--- src/rtl/inst_fetch_bridge_if.sv ---
// inst_fetch_bridge_if: SRAM-like instruction bus between the fetch bridge (master) and memory (slave)
interface inst_fetch_bridge_if #(
    parameter int WIDTH = 32
);
    logic             bus_req;
    logic             bus_wr;
    logic [1:0]       bus_size;
    logic [WIDTH-1:0] bus_addr;
    logic             bus_addr_ok;
    logic             bus_data_ok;
    logic [WIDTH-1:0] bus_rdata;
    modport master (
        output bus_req, bus_wr, bus_size, bus_addr,
        input  bus_addr_ok, bus_data_ok, bus_rdata
    );
    modport slave (
        input  bus_req, bus_wr, bus_size, bus_addr,
        output bus_addr_ok, bus_data_ok, bus_rdata
    );
endinterface

--- src/rtl/inst_fetch_bridge.sv ---
// inst_fetch_bridge: fetch-stage responder with one-word buffer and single-outstanding instruction bus fetch
module inst_fetch_bridge #(
    parameter int WIDTH  = 32,
    parameter bit MAP_EN = 1'b1
) (
    input  logic                clk,
    input  logic                rst,
    input  logic                i_inst_ce,
    input  logic [WIDTH-1:0]    i_inst_addr,
    output logic [WIDTH-1:0]    o_inst_rdata,
    output logic                o_inst_stall,
    output logic                o_inst_adel,
    inst_fetch_bridge_if.master bus
);
    typedef enum logic [1:0] {IDLE, ADDR, DATA} state_t;
    state_t           r_state;
    logic             r_buf_valid;
    logic             r_bus_req;
    logic [WIDTH-1:0] r_buf_pc;
    logic [WIDTH-1:0] r_buf_data;
    logic [WIDTH-1:0] r_req_pc;
    logic [WIDTH-1:0] r_bus_addr;
    logic             w_hit;
    logic             w_adel;
    logic             w_stall;
    logic             w_kseg;
    logic [WIDTH-1:0] w_map;
    assign w_hit   = r_buf_valid & (r_buf_pc == i_inst_addr);
    assign w_adel  = !rst & i_inst_ce & (i_inst_addr[1:0] != 2'b00);
    assign w_stall = !rst & i_inst_ce & !w_adel & !w_hit;
    // kseg0 and kseg1 both start with 2'b10; clearing the top three bits maps either
    assign w_kseg  = MAP_EN & (i_inst_addr[WIDTH-1 -: 2] == 2'b10);
    assign w_map   = w_kseg ? {3'b000, i_inst_addr[WIDTH-4:0]} : i_inst_addr;
    assign o_inst_rdata = w_hit ? r_buf_data : '0;
    assign o_inst_stall = w_stall;
    assign o_inst_adel  = w_adel;
    assign bus.bus_req  = r_bus_req;
    assign bus.bus_wr   = 1'b0;
    assign bus.bus_size = 2'b10;
    assign bus.bus_addr = r_bus_addr;
    always_ff @(posedge clk or posedge rst) begin
        if (rst) begin
            r_state     <= IDLE;
            r_buf_valid <= 1'b0;
            r_buf_pc    <= '0;
            r_buf_data  <= '0;
            r_req_pc    <= '0;
            r_bus_req   <= 1'b0;
            r_bus_addr  <= '0;
        end else begin
            case (r_state)
                IDLE: if (w_stall) begin
                    r_req_pc   <= i_inst_addr;
                    r_bus_addr <= w_map;
                    r_bus_req  <= 1'b1;
                    r_state    <= ADDR;
                end
                ADDR: if (bus.bus_addr_ok) begin
                    r_bus_req <= 1'b0;
                    r_state   <= DATA;
                end
                DATA: if (bus.bus_data_ok) begin
                    r_buf_data  <= bus.bus_rdata;
                    r_buf_pc    <= r_req_pc;
                    r_buf_valid <= 1'b1;
                    r_state     <= IDLE;
                end
                default: r_state <= IDLE;
            endcase
        end
    end
endmodule

--- src/flat_wrapper.sv ---
// flat-port wrapper written by rule: the top's interface ports become plain ports
module inst_fetch_bridge_flat 
#(
    parameter int WIDTH  = 32,
    parameter bit MAP_EN = 1'b1
)
  (clk, rst, i_inst_ce, i_inst_addr, o_inst_rdata, o_inst_stall, o_inst_adel, bus_bus_req, bus_bus_wr, bus_bus_size, bus_bus_addr, bus_bus_addr_ok, bus_bus_data_ok, bus_bus_rdata);
  inst_fetch_bridge_if #(.WIDTH(WIDTH)) bus_i ();
  input  logic clk;
  input  logic rst;
  input  logic i_inst_ce;
  input  logic [WIDTH-1:0] i_inst_addr;
  output logic [WIDTH-1:0] o_inst_rdata;
  output logic o_inst_stall;
  output logic o_inst_adel;
  output wire logic [$bits(bus_i.bus_req)-1:0] bus_bus_req;
  output wire logic [$bits(bus_i.bus_wr)-1:0] bus_bus_wr;
  output wire logic [$bits(bus_i.bus_size)-1:0] bus_bus_size;
  output wire logic [$bits(bus_i.bus_addr)-1:0] bus_bus_addr;
  input wire logic [$bits(bus_i.bus_addr_ok)-1:0] bus_bus_addr_ok;
  input wire logic [$bits(bus_i.bus_data_ok)-1:0] bus_bus_data_ok;
  input wire logic [$bits(bus_i.bus_rdata)-1:0] bus_bus_rdata;
  assign bus_bus_req = bus_i.bus_req;
  assign bus_bus_wr = bus_i.bus_wr;
  assign bus_bus_size = bus_i.bus_size;
  assign bus_bus_addr = bus_i.bus_addr;
  assign bus_i.bus_addr_ok = bus_bus_addr_ok;
  assign bus_i.bus_data_ok = bus_bus_data_ok;
  assign bus_i.bus_rdata = bus_bus_rdata;
  inst_fetch_bridge #(.WIDTH(WIDTH), .MAP_EN(MAP_EN)) u_core (.clk(clk), .rst(rst), .i_inst_ce(i_inst_ce), .i_inst_addr(i_inst_addr), .o_inst_rdata(o_inst_rdata), .o_inst_stall(o_inst_stall), .o_inst_adel(o_inst_adel), .bus(bus_i));
endmodule
--- config.mk ---
export PLATFORM = sky130hd
export DESIGN_NAME = inst_fetch_bridge_flat
export DESIGN_NICKNAME = d
export VERILOG_FILES = /design/src/rtl/inst_fetch_bridge_if.sv /design/src/rtl/inst_fetch_bridge.sv /design/src/flat_wrapper.sv
export SDC_FILE = /design/constraint.sdc
export NUM_CORES = 1
export LEC_CHECK = 0
export BUFFER_PORTS_ARGS = -buffer_cell sky130_fd_sc_hd__buf_2
export CAP_MARGIN = 10
export CORE_MARGIN = 5
export CORE_UTILIZATION = 47
export DETAILED_ROUTE_END_ITERATION = 8
export HOLD_SLACK_MARGIN = 0.05
export PLACE_DENSITY = 0.76
export SYNTH_ARGS = -nofsm -noshare
export SYNTH_HDL_FRONTEND = slang
export SYNTH_SLANG_ARGS = --single-unit
--- constraint.sdc ---
create_clock -name clk -period 3.55 [get_ports clk]
set_input_delay 0.5325 -clock clk [delete_from_list [all_inputs] [get_ports clk]]
set_output_delay 0.5325 -clock clk [all_outputs]
set_load 0.02 [all_outputs]
Word level (Yosys, flattened, before mapping)
Cells that the tools add are included.
{"block": "word_totals", "latchBits": 0, "word_cells": 38, "in_bits": 69, "ram_bits": 0, "regBits": 132, "out_inout_bits": 70, "mem_count": 0, "romBits": 0}
{"block": "op_classes", "shift": 0, "multipliers": 0, "n_reduce_logical": 10, "n_bitwise": 5, "n_eq_ne": 7, "div_mod_pow": 0, "n_lt_le_gt_ge": 0, "muxes": 9, "addsub": 0}
{"cell": "$mux 32", "n": 2}
{"cell": "$eq 32x32->1", "n": 1}
{"cell": "$mux 2", "n": 3}
{"cell": "$ne 2x2->1 const B", "n": 3}
{"cell": "$pmux 2 s3", "n": 1}
{"cell": "$reduce_and 3->1", "n": 2}
{"cell": "$and 1x1->1", "n": 5}
{"cell": "$eq 2x2->1 const B", "n": 2}
{"cell": "$reduce_and 2->1", "n": 2}
{"cell": "$reduce_bool 2->1", "n": 2}
{"cell": "$logic_not 1->1", "n": 3}
{"cell": "$eq 2x1->1 const B", "n": 1}
{"cell": "$logic_not 2->1", "n": 1}
{"cell": "$mux 1", "n": 2}
{"cell": "$pmux 1 s2", "n": 1}

Logic depth before layout (Yosys ltp)
{"block": "logic_depth", "word_depth": 8, "mapped_depth": 7, "ltp_nobuf": 6}

Worst setup path after synthesis
Ideal clock, no wire load.
{"block": "synth_timing", "kind": "input -> register", "from": "in rst", "to": "reg u_core.r_bus_addr[10], in the netlist u_core.bus.bus_addr[10]", "slack_ns": -0.704, "required_ns": 3.425, "path_buffers": 1, "setup_ns": 0.125, "stages": 6, "arrival_time_ns": 4.129, "path_cell_list": "inv_1 -> nand3_1 -> or3_1 -> nor2_4 -> buf_6 -> mux2_4"}
{"block": "synth_via", "elab_chain_cells": 7}
{"element": "start: declaration", "line_no": "flat_wrapper.sv:10", "source": "input logic rst;"}
{"element": "$logic_not 1->1 *", "line_no": "inst_fetch_bridge.sv:29, inst_fetch_bridge.sv:30"}
{"element": "$and 1x1->1 *", "line_no": "inst_fetch_bridge.sv:29, inst_fetch_bridge.sv:30"}
{"element": "$and 1x1->1", "line_no": "inst_fetch_bridge.sv:29", "source": "assign w_adel = !rst & i_inst_ce & (i_inst_addr[1:0] != 2'b00);"}
{"element": "$logic_not 1->1", "line_no": "inst_fetch_bridge.sv:30", "source": "assign w_stall = !rst & i_inst_ce & !w_adel & !w_hit;"}
{"element": "$and 1x1->1 * (2 in a row)", "line_no": "inst_fetch_bridge.sv:30"}
{"element": "$reduce_and 2->1 (no line) *"}
{"element": "end signal: assignment", "line_no": "inst_fetch_bridge.sv:54", "source": "r_bus_addr <= w_map;"}
{"element": "end: declaration", "line_no": "inst_fetch_bridge.sv:22", "source": "logic [WIDTH-1:0] r_bus_addr;"}
Every way passes the cells marked *; elsewhere a longest branch is shown, timed or not.
A chain may end at the register's enable or synchronous reset.

Final worst setup path
{"block": "layout_timing", "from": "reg u_core.r_buf_pc[17]", "to": "out o_inst_rdata[0]"}
{"block": "layout_via", "elab_chain_cells": 3}
{"element": "start: declaration", "line_no": "inst_fetch_bridge.sv:19", "source": "logic [WIDTH-1:0] r_buf_pc;"}
{"element": "start signal: assignment", "line_no": "inst_fetch_bridge.sv:64", "source": "r_buf_pc <= r_req_pc;"}
{"element": "$eq 32x32->1", "line_no": "inst_fetch_bridge.sv:28", "source": "assign w_hit = r_buf_valid & (r_buf_pc == i_inst_addr);"}
{"element": "$and 1x1->1", "line_no": "inst_fetch_bridge.sv:28"}
{"element": "$mux 32", "line_no": "inst_fetch_bridge.sv:34", "source": "assign o_inst_rdata = w_hit ? r_buf_data : '0;"}
{"element": "end: declaration", "line_no": "flat_wrapper.sv:13", "source": "output logic [WIDTH-1:0] o_inst_rdata;"}
No other way between the ends.

==> out/summary.txt <==
R2r setup slk -> 0.84 ns
Cell Area, Synth -> 4780 sq um
Antenna diodes -> 0
Clk Latency, worst-skew pair -> 0.35 ns
Reg clk slew, reported paths -> 0.09 ns
WS Path Type -> reg -> out
Psw -> 1.038 mW
Largest net degree at the start of global routing -> 66
Flop pwr share -> 0.507
Startpoint Class -> flop
Final count of pins violating max slew -> 0
Critical R2R Launch -> u_core.r_buf_pc[17]$_DFFE_PP0P_
Peak Freq -> 321.4 MHz
CTS H-tree depth -> 3
VDD IR max -> 0.2915 mV
Total number of vias -> 2864
Hold-fix buffers at CTS -> 0
Global-route wire length before repair -> 16000 um
Setup TNS -> 0 ns
Period utilization -> 0.8764
Placer Congestion -> 0.7133
Root buf cell -> clkbuf_8
Combinational share of power -> 0.257
Pint -> 2.622 mW
1st-iter DRT viols -> 80
RR Endpoint -> u_core.bus.bus_addr[2]$_DFFE_PP0P_
Syn Inst Count -> 346
CP max stage cell -> nor4_1
Finished Core Util -> 0.5693
Worst Hold Class -> in -> async
Post-CTS sizing -> 0
Initial antenna violation count -> 0
Max Buffers Root-to-Sink -> 2
DP Worst Slack -> 0.4611 ns
Placeable Area -> 9864 sq um
Biggest cell delay along the critical path -> 0.52 ns
CP Cell Sequence -> xor2_1 -> nor4_1 -> nand4_1 -> nor3_4 -> buf_4 -> and2_1 -> buf_2
Final ANT Viol Nets -> 0
Total power per unit cell area -> 651.8 nW/um^2
Crit path DAT -> 2.58 ns
RSZ-0062 raised after global routing -> false
Area Overhead vs Synth -> 17.49%
Placement row count -> 36
CTS Buf Count -> 9
Sequential share of the synthesized area -> 0.5393
Worst Setup End Kind -> output pin
Setup crit start -> u_core.r_buf_pc[17]$_DFFE_PP0P_
Status -> finished clean
Reg2reg path depth -> 8
Net Sw Frac -> 0.2836
Slew @ Worst Pin -> 0.8554 ns
#FFs+latches synth -> 103
Top cells by area, synth -> dfrtp_1, mux2_2, mux2_4
Die Height -> 110.8 um
# setup viols final -> 0
Most frequent cells in the layout -> buf_2, dfrtp_1, mux2_2, and2_1, xor2_1
Cell variety after synth -> 27
Vias per inst -> 4.846
DRC -> 0
Reg area -> 2577 sq um
Critical Path End -> o_inst_rdata[0]
Post-synth top area cell -> dfrtp_1
DRT Pass-1 Iters -> 3
Number of synthesis warnings -> 0
Final WS setup -> 0.4388 ns
Total Power -> 3.660 mW
Syn avg cell area -> 13.81 sq um
Final #Nets -> 523
Wire per inst -> 15.99 um
Worst EP required -> 3.02 ns
Initial Util -> 0.4845
Most common cell after layout, fill and taps aside -> buf_2
Post-Route WL -> 9449 um
Vias in the first global route -> 3202
Clock group share of total power -> 0.236
DIE WIDTH -> 110.8 um
Slew headroom -> 0.4297
Crit path max fanout -> 35
Share of layout cells above drive strength 1 -> 0.5568
Overflow after GRT -> 0
Top-area cell type share of the netlist area -> 0.5393
Post-DP HPWL -> 6744 um
Post-Route Skew -> 0.009959 ns
Final hold violation count -> 0
CTS tree -> built
Ports -> 139
P_leak -> 2.871 nW
Number of port buffers -> 135
Filler cells -> 822
Die area -> 12290 sq um
Global Route Usage Sum -> 0.1605
Post-CTS Setup Repair Bufs -> 0
CTS sink count -> 103
Hold WS -> 0.3590 ns
Min Tclk post-route -> 3.111 ns
Max-cap violation count -> 0
Footprint of the multi-input gates -> 1876 sq um
registers in the layout (all words and copies together) (netlist names):
register	flops
u_core.bus.bus_req	1
u_core.r_state	2
u_core.r_req_pc	3
u_core.r_buf_data	32
u_core.bus.bus_addr	32
u_core.r_buf_pc	32
u_core.r_buf_valid	1
cells by family (layout without fill, tap and decap cells):
kind of cell,count (synthesis),count (layout),share of synthesized area
DFF,103,103,0.5393
muxes,95,95,0.2442
and+or+nand+nor,58,58,0.07670
buffers and inverters,48,159,0.06911
xor gates and xnor gates,32,32,0.05864
AOI/OAI and AO/OA,8,8,0.01047
other,2,3,0.001571
final cells by class:
class,count,share of cell area
Clock buffer,10,0.02451
Clock inverter,5,0.01894
Inverter,2,0.002005
Multi-Input combinational cell,196,0.3340
Sequential cell,103,0.4590
Tap cell,133,0.02963
Timing Repair Buffer,142,0.1319
critical path, delay by kind of cell (launching register included):
kind	cells	cell delay, ns
AND/OR/NAND/NOR	4	1.16
flip-flops	1	0.40
buffers and inverters	2	0.49
XOR/XNOR	1	0.16
metal layers:
metal  vias up  global-route usage  routed length [um]
met5         -                   0                   0
met2       105              0.2549                4280
li1       1346                   -                   -
met1      1397              0.1998                4171
met4         0             0.05172                 162
met3        16             0.06605                 834
worst min-delay path by stage:
stage	slack [ns]	startpoint	to	depth (start not counted)
4_1_cts	0.36	bus_bus_data_ok	u_core.r_state[1]$_DFFE_PP0P_	2
3_3_place_gp	0.45	u_core.r_buf_valid$_DFFE_PP0P_	u_core.r_buf_valid$_DFFE_PP0P_	1
3_5_place_dp	0.46	u_core.r_buf_valid$_DFFE_PP0P_	u_core.r_buf_valid$_DFFE_PP0P_	1
6_report	0.36	rst	u_core.bus.bus_addr[21]$_DFFE_PP0P_	3
2_1_floorplan	0.43	u_core.r_buf_valid$_DFFE_PP0P_	u_core.r_buf_valid$_DFFE_PP0P_	1
5_1_grt	0.37	bus_bus_data_ok	u_core.r_state[1]$_DFFE_PP0P_	2
stage by stage:
step / instances / cell area, sq um
final: 591 / 5615
after global placement: 576 / 5371
after CTS: 591 / 5615
after detailed placement: 576 / 5371
after floorplan: 347 / 4787
after global routing: 591 / 5615
synthesized netlist by cell type, drive strengths merged:
master,count
nor4,7
xor2,31
nor2,4
conb,2
nor3b,1
mux2,95
nor3,2
buf,36
nand2b,2
o31ai,2
inv,2
clkbuf,10
xnor2,1
a21o,2
dfrtp,103
o21ai,4
nand3b,2
nand4,1
nor2b,2
nand2,1
and2,32
nand3,3
or3,1
power by group through the flow:
stage                     clock, mW  combinational, mW  sequential, mW
after floorplan                   0              0.819            1.82
after detailed placement          0              0.958            1.88
after CTS                     0.905              0.962            1.86
after global routing          0.946               1.04            1.92
after global placement            0              0.929            1.86
final                         0.864              0.940            1.86
Power figures use the tool's default switching activity.
